## src/rtl/ifid_pipe_reg_pkg.sv

```systemverilog
// Shared IF/ID definitions: default widths, field positions, FSM states and bundle layout.
package ifid_pipe_reg_pkg;

  localparam int IFID_LANES         = 2;
  localparam int IFID_ADDR_WIDTH    = 32;
  localparam int IFID_INSN_WIDTH    = 32;
  localparam int IFID_REG_NUM_WIDTH = 5;
  localparam int IFID_RS_POS        = 21;
  localparam int IFID_RT_POS        = 16;

  typedef enum logic [1:0] {
    ST_EMPTY = 2'd0,
    ST_HOLD  = 2'd1,
    ST_FULL  = 2'd2
  } ifidState_e;

  // Bundle layout at the default configuration; the top rebuilds the same shape from its parameters.
  typedef struct packed {
    logic                                          valid;
    logic [IFID_LANES-1:0]                         laneValid;
    logic [IFID_LANES-1:0][IFID_ADDR_WIDTH-1:0]    pc;
    logic [IFID_LANES-1:0][IFID_INSN_WIDTH-1:0]    insn;
  } ifidBundle_t;

  function automatic logic [31:0] satInc32(input logic [31:0] value);
    if (value == 32'hFFFF_FFFF) begin
      return value;
    end else begin
      return value + 32'd1;
    end
  endfunction

endpackage

```

## src/rtl/ifid_pipe_reg_bundle_reg.sv

```systemverilog
// Loadable/clearable bundle register; used for both the main and the skid entry of the IF/ID stage.
module ifid_bundle_reg #(
  parameter type bundle_t = logic [0:0]
) (
  input  logic    clk,
  input  logic    rst,
  input  logic    clear,
  input  logic    load,
  input  bundle_t d,
  output bundle_t q
);

  // Clearing zeroes the whole entry so an invalid bundle never exposes stale payload.
  always_ff @(posedge clk) begin
    if (!rst) begin
      q <= bundle_t'(1'b0);
    end else if (clear) begin
      q <= bundle_t'(1'b0);
    end else if (load) begin
      q <= d;
    end else begin
      q <= q;
    end
  end

endmodule

```

## src/rtl/ifid_pipe_reg.sv

```systemverilog
// IF/ID pipeline register with ready/valid handshake and one-entry skid buffer.
// Optional macro IFID_PERF_COUNTER_EN adds saturating stall/flush event counters.
module ifid_pipe_reg
  import ifid_pipe_reg_pkg::*;
#(
  parameter int LANES         = IFID_LANES,
  parameter int ADDR_WIDTH    = IFID_ADDR_WIDTH,
  parameter int INSN_WIDTH    = IFID_INSN_WIDTH,
  parameter int REG_NUM_WIDTH = IFID_REG_NUM_WIDTH,
  parameter int RS_POS        = IFID_RS_POS,
  parameter int RT_POS        = IFID_RT_POS
) (
  input  logic                             clk,
  input  logic                             rst,
  input  logic                             flush,
  input  logic                             stall,
  input  logic                             in_valid,
  output logic                             in_ready,
  input  logic [LANES-1:0]                 in_lane_valid,
  input  logic [LANES*ADDR_WIDTH-1:0]      in_pc,
  input  logic [LANES*INSN_WIDTH-1:0]      in_insn,
  output logic                             out_valid,
  output logic [LANES-1:0]                 out_lane_valid,
  output logic [LANES*ADDR_WIDTH-1:0]      out_pc,
  output logic [LANES*INSN_WIDTH-1:0]      out_insn,
  output logic [LANES*REG_NUM_WIDTH-1:0]   out_rs,
  output logic [LANES*REG_NUM_WIDTH-1:0]   out_rt,
  output logic [31:0]                      perf_stall_cnt,
  output logic [31:0]                      perf_flush_cnt
);

  typedef struct packed {
    logic                                valid;
    logic [LANES-1:0]                    laneValid;
    logic [LANES-1:0][ADDR_WIDTH-1:0]    pc;
    logic [LANES-1:0][INSN_WIDTH-1:0]    insn;
  } bundle_t;

  ifidState_e stateQ_r;
  ifidState_e stateNext_s;
  logic       inReady_r;
  logic       accept_s;
  logic       mainLoad_s;
  logic       mainClear_s;
  logic       skidLoad_s;
  logic       skidClear_s;
  bundle_t    inBundle_s;
  bundle_t    mainD_s;
  bundle_t    mainQ_s;
  bundle_t    skidQ_s;

  assign accept_s             = in_valid && inReady_r;
  assign inBundle_s.valid     = in_valid;
  assign inBundle_s.laneValid = in_lane_valid;
  assign inBundle_s.pc        = in_pc;
  assign inBundle_s.insn      = in_insn;

  // Next-state and storage control; flush overrides stall, stall overrides advance.
  always_comb begin
    stateNext_s = stateQ_r;
    mainLoad_s  = 1'b0;
    mainClear_s = 1'b0;
    skidLoad_s  = 1'b0;
    skidClear_s = 1'b0;
    mainD_s     = inBundle_s;
    if (flush) begin
      mainClear_s = 1'b1;
      skidClear_s = 1'b1;
      stateNext_s = ST_EMPTY;
    end else begin
      case (stateQ_r)
        ST_EMPTY: begin
          // An empty main slot can always take a bundle, stalled or not.
          if (accept_s) begin
            mainLoad_s  = 1'b1;
            stateNext_s = ST_HOLD;
          end else begin
            stateNext_s = ST_EMPTY;
          end
        end
        ST_HOLD: begin
          if (stall) begin
            if (accept_s) begin
              skidLoad_s  = 1'b1;
              stateNext_s = ST_FULL;
            end else begin
              stateNext_s = ST_HOLD;
            end
          end else if (accept_s) begin
            mainLoad_s  = 1'b1;
            stateNext_s = ST_HOLD;
          end else begin
            mainClear_s = 1'b1;
            stateNext_s = ST_EMPTY;
          end
        end
        ST_FULL: begin
          if (stall) begin
            stateNext_s = ST_FULL;
          end else begin
            mainD_s     = skidQ_s;
            mainLoad_s  = 1'b1;
            skidClear_s = 1'b1;
            stateNext_s = ST_HOLD;
          end
        end
        default: begin
          mainClear_s = 1'b1;
          skidClear_s = 1'b1;
          stateNext_s = ST_EMPTY;
        end
      endcase
    end
  end

  // State register; in_ready is precomputed so it is a flop output.
  always_ff @(posedge clk) begin
    if (!rst) begin
      stateQ_r  <= ST_EMPTY;
      inReady_r <= 1'b1;
    end else begin
      stateQ_r  <= stateNext_s;
      inReady_r <= (stateNext_s != ST_FULL);
    end
  end

  ifid_bundle_reg #(.bundle_t(bundle_t)) u_main (
    .clk   (clk),
    .rst   (rst),
    .clear (mainClear_s),
    .load  (mainLoad_s),
    .d     (mainD_s),
    .q     (mainQ_s)
  );

  ifid_bundle_reg #(.bundle_t(bundle_t)) u_skid (
    .clk   (clk),
    .rst   (rst),
    .clear (skidClear_s),
    .load  (skidLoad_s),
    .d     (inBundle_s),
    .q     (skidQ_s)
  );

  // Main is zeroed whenever it is invalid, so outputs come straight from the flops.
  assign in_ready       = inReady_r;
  assign out_valid      = mainQ_s.valid;
  assign out_lane_valid = mainQ_s.laneValid;
  assign out_pc         = mainQ_s.pc;
  assign out_insn       = mainQ_s.insn;

  for (genvar l = 0; l < LANES; l++) begin : g_lane
    logic [INSN_WIDTH-1:0] laneInsn_s;
    assign laneInsn_s = mainQ_s.insn[l];
    assign out_rs[l*REG_NUM_WIDTH +: REG_NUM_WIDTH] = mainQ_s.laneValid[l] ?
        laneInsn_s[RS_POS +: REG_NUM_WIDTH] : {REG_NUM_WIDTH{1'b0}};
    assign out_rt[l*REG_NUM_WIDTH +: REG_NUM_WIDTH] = mainQ_s.laneValid[l] ?
        laneInsn_s[RT_POS +: REG_NUM_WIDTH] : {REG_NUM_WIDTH{1'b0}};
  end

`ifdef IFID_PERF_COUNTER_EN
  logic [31:0] perfStallCnt_r;
  logic [31:0] perfFlushCnt_r;

  // Saturating event counters: stalled cycles with a live bundle, and flush cycles.
  always_ff @(posedge clk) begin
    if (!rst) begin
      perfStallCnt_r <= 32'd0;
      perfFlushCnt_r <= 32'd0;
    end else begin
      if (stall && mainQ_s.valid && !flush) begin
        perfStallCnt_r <= satInc32(perfStallCnt_r);
      end else begin
        perfStallCnt_r <= perfStallCnt_r;
      end
      if (flush) begin
        perfFlushCnt_r <= satInc32(perfFlushCnt_r);
      end else begin
        perfFlushCnt_r <= perfFlushCnt_r;
      end
    end
  end

  assign perf_stall_cnt = perfStallCnt_r;
  assign perf_flush_cnt = perfFlushCnt_r;
`else
  assign perf_stall_cnt = 32'd0;
  assign perf_flush_cnt = 32'd0;
`endif

endmodule

```

## config.mk

```make
export PLATFORM = sky130hd
export DESIGN_NAME = ifid_pipe_reg
export DESIGN_NICKNAME = d
export VERILOG_FILES = /design/src/rtl/ifid_pipe_reg_pkg.sv /design/src/rtl/ifid_pipe_reg_bundle_reg.sv /design/src/rtl/ifid_pipe_reg.sv
export SDC_FILE = /design/constraint.sdc
export NUM_CORES = 1
export LEC_CHECK = 0
export ABC_CLOCK_PERIOD_IN_PS = 4700
export BUFFER_PORTS_ARGS = -buffer_cell sky130_fd_sc_hd__buf_2
export CELL_PAD_IN_SITES_DETAIL_PLACEMENT = 1
export CELL_PAD_IN_SITES_GLOBAL_PLACEMENT = 2
export CORE_ASPECT_RATIO = 1.5
export CORE_UTILIZATION = 35
export CTS_BUF_LIST = sky130_fd_sc_hd__clkbuf_4
export DETAILED_ROUTE_END_ITERATION = 10
export GPL_ROUTABILITY_DRIVEN = 1
export PLACE_DENSITY = 0.93
export REMOVE_ABC_BUFFERS = 1
export SLEW_MARGIN = 20
export SYNTH_ARGS = -nofsm -noshare
export SYNTH_HDL_FRONTEND = slang
export SYNTH_SLANG_ARGS = --single-unit
```

## constraint.sdc

```tcl
create_clock -name clk -period 4.7 [get_ports clk]
set_input_delay 0.47 -clock clk [delete_from_list [all_inputs] [get_ports clk]]
set_output_delay 0.47 -clock clk [all_outputs]
set_load 0.005 [all_outputs]
```

### Yosys cells after proc, flatten, opt, wreduce, memory -nomap -nowiden

Cells that the tools add are included.
W data, S select, Z words.

| storage, ports and cells | value |
|---|---|
| flip-flop bits (word level) | 265 |
| word-level logic and storage cells | 51 |

| cells by class | value |
|---|---|
| reduce and logical (&&, ||, !) cells | 6 |
| bitwise logic cells | 1 |
| equality and inequality tests | 3 |
| multiplexer cells | 27 |

Operator list:

| operator | number |
|---|---|
| $mux W131 | 3 |
| $mux W5 | 4 |
| $mux W1 | 12 |
| $mux W2 | 4 |
| $reduce_or A2 Y1 | 4 |
| $pmux W2 S3 | 1 |
| $pmux W1 S2 | 2 |
| $pmux W1 S3 | 1 |
| $eq A2 B1 Y1 const B | 1 |
| $eq A2 B2 Y1 const B | 1 |
| $logic_not A2 Y1 | 1 |
| $ne A2 B2 Y1 const B | 1 |
| $logic_and A1 B1 Y1 | 1 |
| $not A1 Y1 | 1 |

### Depth between registers and ports, before layout

| depth | value |
|---|---|
| depth in word-level cells | 6 |
| gate-level depth with buffers | 8 |
| gate-level depth less buffers | 5 |

### Modules after synthesis

Synthesis repeated with hierarchy kept, for this count alone.

| unflattened totals | value |
|---|---|
| cells, all modules | 1104 |
| area total of the unflattened synthesis | 11760.0 µm² |

By module, submodules not included:

| module | cells an instance | area an instance (µm²) | instances |
|---|---|---|---|
| ifid_bundle_reg | 424 | 4652.0 | 2 |
| ifid_pipe_reg | 256 | 2456.1 | 1 |

### Least setup slack after synthesis

Ideal clock, no wire load.

| path | value |
|---|---|
| path kind | input to register |
| start point | input port stall |
| end point | register u_main.q[85] (netlist bit) |
| required time | 4554 ps |
| arrival | 1727 ps |
| path slack | 2827 ps |
| stages | 7 |
| buffers on the path | 4 |
| cells stage by stage | buf_6 > or4b_1 > clkbuf_1 > buf_6 > buf_6 > a22oi_2 > a211oi_2 |

| on the way | value |
|---|---|
| word-level cells in the longest chain between the ends | 4 |
| elaborated cells on any way between the ends | 11 |
| classes of those cells | 10 x mux; 1 x reduce/logical |

RTL lines:

| element | line | text |
|---|---|---|
| from (decl) | ifid_pipe_reg.sv:16 | `input logic stall,` |
| $mux W1 | ifid_pipe_reg.sv:82 | `if (stall) begin` |
| $pmux W1 S2 | ifid_pipe_reg.sv:71 | `case (stateQ_r)` |
| $mux W1 | ifid_pipe_reg.sv:66 | `if (flush) begin` |
| $reduce_or A2 Y1 (no source line) | - |  |
| to (signal assigned) | ifid_pipe_reg_bundle_reg.sv:16 | `q <= bundle_t'(1'b0);` |
| to (signal assigned) | ifid_pipe_reg_bundle_reg.sv:18 | `q <= bundle_t'(1'b0);` |
| to (signal assigned) | ifid_pipe_reg_bundle_reg.sv:22 | `q <= q;` |
| to (decl) | ifid_pipe_reg_bundle_reg.sv:10 | `output bundle_t q` |

Parallel ways exist; a longest one is shown, timed or not.
A chain may end at the register's enable or synchronous reset.

### Final worst setup path

| path | value |
|---|---|
| start point | register inReady_r, in the netlist in_ready |
| end point | register u_main.q[79] (netlist bit) |

| on the way | value |
|---|---|
| word-level cells in the longest chain between the ends | 6 |
| elaborated cells on any way between the ends | 10 |
| classes of those cells | 8 x mux; 2 x reduce/logical |

RTL lines:

| element | line | text |
|---|---|---|
| from (decl) | ifid_pipe_reg.sv:41 | `logic inReady_r;` |
| from (signal assigned) | ifid_pipe_reg.sv:123 | `inReady_r <= (stateNext_s != ST_FULL);` |
| $logic_and A1 B1 Y1 (*) | ifid_pipe_reg.sv:52 | `assign accept_s = in_valid && inReady_r;` |
| $mux W1 | ifid_pipe_reg.sv:89 | `end else if (accept_s) begin` |
| $mux W1 | ifid_pipe_reg.sv:82 |  |
| $pmux W1 S2 | ifid_pipe_reg.sv:71 |  |
| $mux W1 | ifid_pipe_reg.sv:66 |  |
| $reduce_or A2 Y1 (no source line) | - |  |

Mark *: on every way between the ends. The rest lies on a longest branch, timed or not.

==> Implementation_results.wiki <==
{| class="wikitable"
! Metric !! Value
|-
| Proportion of layout cells with a drive suffix above 1 || 0.326
|-
| Sequential-to-total area share from yosys stat || 0.425
|-
| Yosys cell types || 33
|-
| Dominant combinational cell family by area after synthesis || compound AO/OA/AOI/OAI gates
|-
| Core area || 35100 µm²
|-
| Number of cells after detailed placement || 1943
|-
| Multiplexer fraction of the synthesized cell area || 0
|-
| Fin Setup TNS || 0 ps
|-
| Required time reported for the critical path endpoint || 5310 ps
|-
| Hold Crit Class || in2reg
|-
| Worst max-slew margin expressed relative to the limit || 0.325
|-
| Global-route total usage across every layer || 0.249
|-
| Placed Instance Area || 13800 µm²
|-
| Met1 layer usage reported by global route || 0.290
|-
| Weighted congestion at the end of routability-driven global placement || 0.766
|-
| Multi-input gate area || 6170 µm²
|-
| Vias post-DR || 12483
|-
| Finished Cell Area || ~16000 µm²
|-
| Share of synthesized cell area in full adder, half adder and majority cells || 0.00100
|-
| Leading cell type in the layout, fill and taps excluded || sky130_fd_sc_hd__buf_2
|-
| Run status || complete, no violations
|-
| Routing layer with the top usage in global route || met2
|-
| Part of the cycle the worst path needs || 0.553
|-
| Number of global-route vias before repair || 13029
|-
| Share of the synthesized area in the top cell type || 0.425
|-
| Crit. Startpoint || in_ready
|-
| Commonest cells after routing, fill and taps aside || sky130_fd_sc_hd__buf_2, sky130_fd_sc_hd__dfxtp_1, sky130_fd_sc_hd__a211oi_1
|-
| Origin of the worst min-delay path || in_insn[1]
|-
| Detailed placement HPWL || approximately 25000 µm
|-
| Area Overhead vs Synth || 25.8%
|-
| Total grt overflow || 0
|-
| FF+latch count, synth || ~270
|-
| Cell types occupying the most area after synthesis || sky130_fd_sc_hd__dfxtp_1, sky130_fd_sc_hd__a211oi_1, sky130_fd_sc_hd__a22oi_2
|-
| Switching fraction of total power || 0.277
|-
| Number of enable-type register cells in the synthesized netlist || 0
|-
| Endpoint of the worst hold path || u_skid.q[1]
|-
| Number of input and output port buffers inserted || approximately 290
|-
| Synthesized cell area || 12500 µm²
|-
| Category of the worst setup path launch point || flop
|-
| PnR worst setup slack || 2100 ps
|-
| Flip-flop and latch area || approximately 5300 µm²
|-
| Fillcell total || 4205
|-
| Compound-Gate Fraction of Synth Area || 0.395
|-
| CTS clk-pin slew, worst paths || ~70 ps
|-
| Hold Path Depth || 3
|-
| H-tree level count || 3
|-
| Critical path capture point type || flop
|-
| Achievable Freq || between 300 and 400 MHz
|-
| Clock network fraction of total power || 0.393
|-
| Initial antenna violation count || 3
|-
| Time the worst path needs with I/O delays and setup || ~2600 ps
|-
| Post-synthesis cell count || 1339
|-
| Worst Clk Skew || 31.1 ps
|-
| Clock root buffer || sky130_fd_sc_hd__clkbuf_4
|-
| Leakage power figure || a little under 0.006 µW
|-
| Ys flop type || sky130_fd_sc_hd__dfxtp_1
|-
| Largest net degree at the start of global routing || 132
|-
| Share of synthesized registers carrying an async set or reset || 0
|-
| Largest fanout of any net on the critical path || 69
|-
| Synthesis warning total || 0
|-
| Inserted Clock Buffers || 70
|-
| Post-cts gate resize count || 0
|-
| Setup violators final || 0
|-
| Length of the first detailed-routing pass in iterations || 4
|-
| Beginning of the worst register-to-register path || in_ready
|-
| Unrepaired setup endpoints after global routing || no
|-
| Area of the die || 36500 µm²
|-
| Clk sinks || 265
|-
| TritonCTS clock tree || yes
|-
| Endpoint of the most critical register-to-register path || u_main.q[79]
|-
| Avg Synthesized Cell Area || 9.33 µm²
|-
| Die Height || between 200 and 250 µm
|-
| Clock insertion delay at the later pin of the skew report || between 700 and 800 ps
|-
| Starting density of the core || 0.356
|-
| Final count of hold timing violations || 0
|-
| Ratio of total power to cell area || around 300 nW/µm²
|-
| Row cnt || 84
|-
| Synthesized-area fraction occupied by xor and xnor cells || 0
|-
| Post-route insts no fill || 2169
|-
| Power share of the sequential group || 0.482
|-
| Switch Pwr || approximately 1300 µW
|-
| Total length of routed wires || around 46000 µm
|-
| Number of DRC violations after detailed-routing iteration 0 || between 700 and 800
|-
| Setup slack of the most critical reg-to-reg path || 2100 ps
|-
| Die Span X || approximately 160 µm
|-
| Io pins || 351
|-
| Global routing usage on met3 || 0.0356
|-
| Actual transition at the worst max-transition pin || 1010 ps
|-
| Antenna viol nets, final || 0
|-
| Met2 demand-to-capacity share in global routing || 0.423
|-
| Total internal power || 3490 µW
|-
| Peak supply drop || 154 µV
|-
| Number of nets in the layout || ~1800
|-
| Start-to-end type of the worst setup path || reg2reg
|-
| Combinational share of power || 0.125
|-
| Wire length per cell || 21.2 µm
|-
| CTS Buffer Depth || 3
|-
| Post-route DRC || 0
|-
| Max capacitance violation total || 0
|-
| Arrival time worst endpoint || 3210 ps
|-
| First-pass GRT wire length || approximately 72000 µm
|-
| Total chip power || 4820 µW
|-
| Count of pins over their slew limit || 0
|-
| Vias per std cell || 5.76
|-
| Number of cells traversed by the worst register-to-register path || 6
|-
| Post-synthesis cell type with the largest combined area || sky130_fd_sc_hd__dfxtp_1
|-
| Dpl ws || about 1900 ps
|-
| Simple-gate area share of the yosys netlist || 0.0735
|}
## power by group through the flow
stage	Clock [µW]	Combinational (µW)	Sequential [µW]
global placement	0	509	2370
floorplan	0	271	2370
CTS	1970	599	2320
finish	1900	605	2320
detailed placement	0	523	2370
global route	2080	651	2330
## layer usage
metal,vias up,share of wire
li1,5633,-
met1,6231,0.40
met2,490,0.50
met3,129,0.044
met4,0,0.056
met5,-,0
## repair_timing
action | CTS | global route
endpoints found under the setup margin | 0 | 0
endpoints found under the hold margin | 113 | 0
hold buffers | 113 | 0
buffers inserted | 0 | 0
## synth_stat cells, types with 2 or more instances
cell type and instances:
sky130_fd_sc_hd__a211oi_1 222, sky130_fd_sc_hd__a211oi_2 38, sky130_fd_sc_hd__a21oi_1 134, sky130_fd_sc_hd__a22oi_1 40
sky130_fd_sc_hd__a22oi_2 90, sky130_fd_sc_hd__and2_1 21, sky130_fd_sc_hd__buf_1 10, sky130_fd_sc_hd__buf_2 37
sky130_fd_sc_hd__buf_4 71, sky130_fd_sc_hd__buf_6 12, sky130_fd_sc_hd__clkbuf_1 110, sky130_fd_sc_hd__dfxtp_1 265
sky130_fd_sc_hd__inv_1 2, sky130_fd_sc_hd__nand2_1 4, sky130_fd_sc_hd__nand2b_1 2, sky130_fd_sc_hd__nand3_1 131
sky130_fd_sc_hd__nor2b_1 3, sky130_fd_sc_hd__o21ai_0 132
## worst max path at each step
| stage | endpoint | slack (ps) | cells past startpoint |
|---|---|---|---|
| 6_report | u_main.q[79] | 2100 | 6 |
| 3_3_place_gp | u_main.q[126] | 1970 | 7 |
| 4_1_cts | u_skid.q[5] | 2170 | 4 |
| 5_1_grt | u_main.q[79] | 1970 | 6 |
| 2_1_floorplan | u_main.q[130] | -3610 | 3 |
| 3_5_place_dp | u_main.q[38] | 1900 | 7 |
## stage by stage
step                      hold slack [ps]  utilization
after floorplan                       438            -
after global routing                 6.42        0.447
after CTS                          0.0291        0.447
after global placement                452        0.392
final                                51.9        0.447
after detailed placement              469        0.393
## cells by family (layout without fill, tap and decap cells)
kind of cell / after synthesis / after routing
adders and majority gates: 1 / 1
and+or+nand+nor: 169 / 169
buffers and inverters: 243 / 533
other: 1 / 68
DFF: 265 / 265
AOI/OAI and AO/OA: 660 / 660
## worst max-delay path, cell delays in order, from the launching register on
cell and delay [ps]:
sky130_fd_sc_hd__dfxtp_1 450, sky130_fd_sc_hd__nand2_1 110, sky130_fd_sc_hd__ha_1 190, sky130_fd_sc_hd__o21ai_0 360, sky130_fd_sc_hd__nand2_4 530, sky130_fd_sc_hd__buf_12 430, sky130_fd_sc_hd__a211oi_1 300
## flip-flops by register name, indices dropped and copies added, names as in the netlist
register,flops
u_skid.q,131
u_main.q,131
in_ready,1
stateQ_r,2
## area by class of cell
type	count	share of cell area
Inverter	2	0.000478
Sequential cell	265	0.338
Antenna cell	4	0.000637
Multi-Input combinational cell	894	0.393
Clock buffer	98	0.0468
Timing Repair Buffer	422	0.181
Tap cell	473	0.0377
Clock inverter	11	0.00271
No activity file was read; power rests on OpenSTA's default activity.
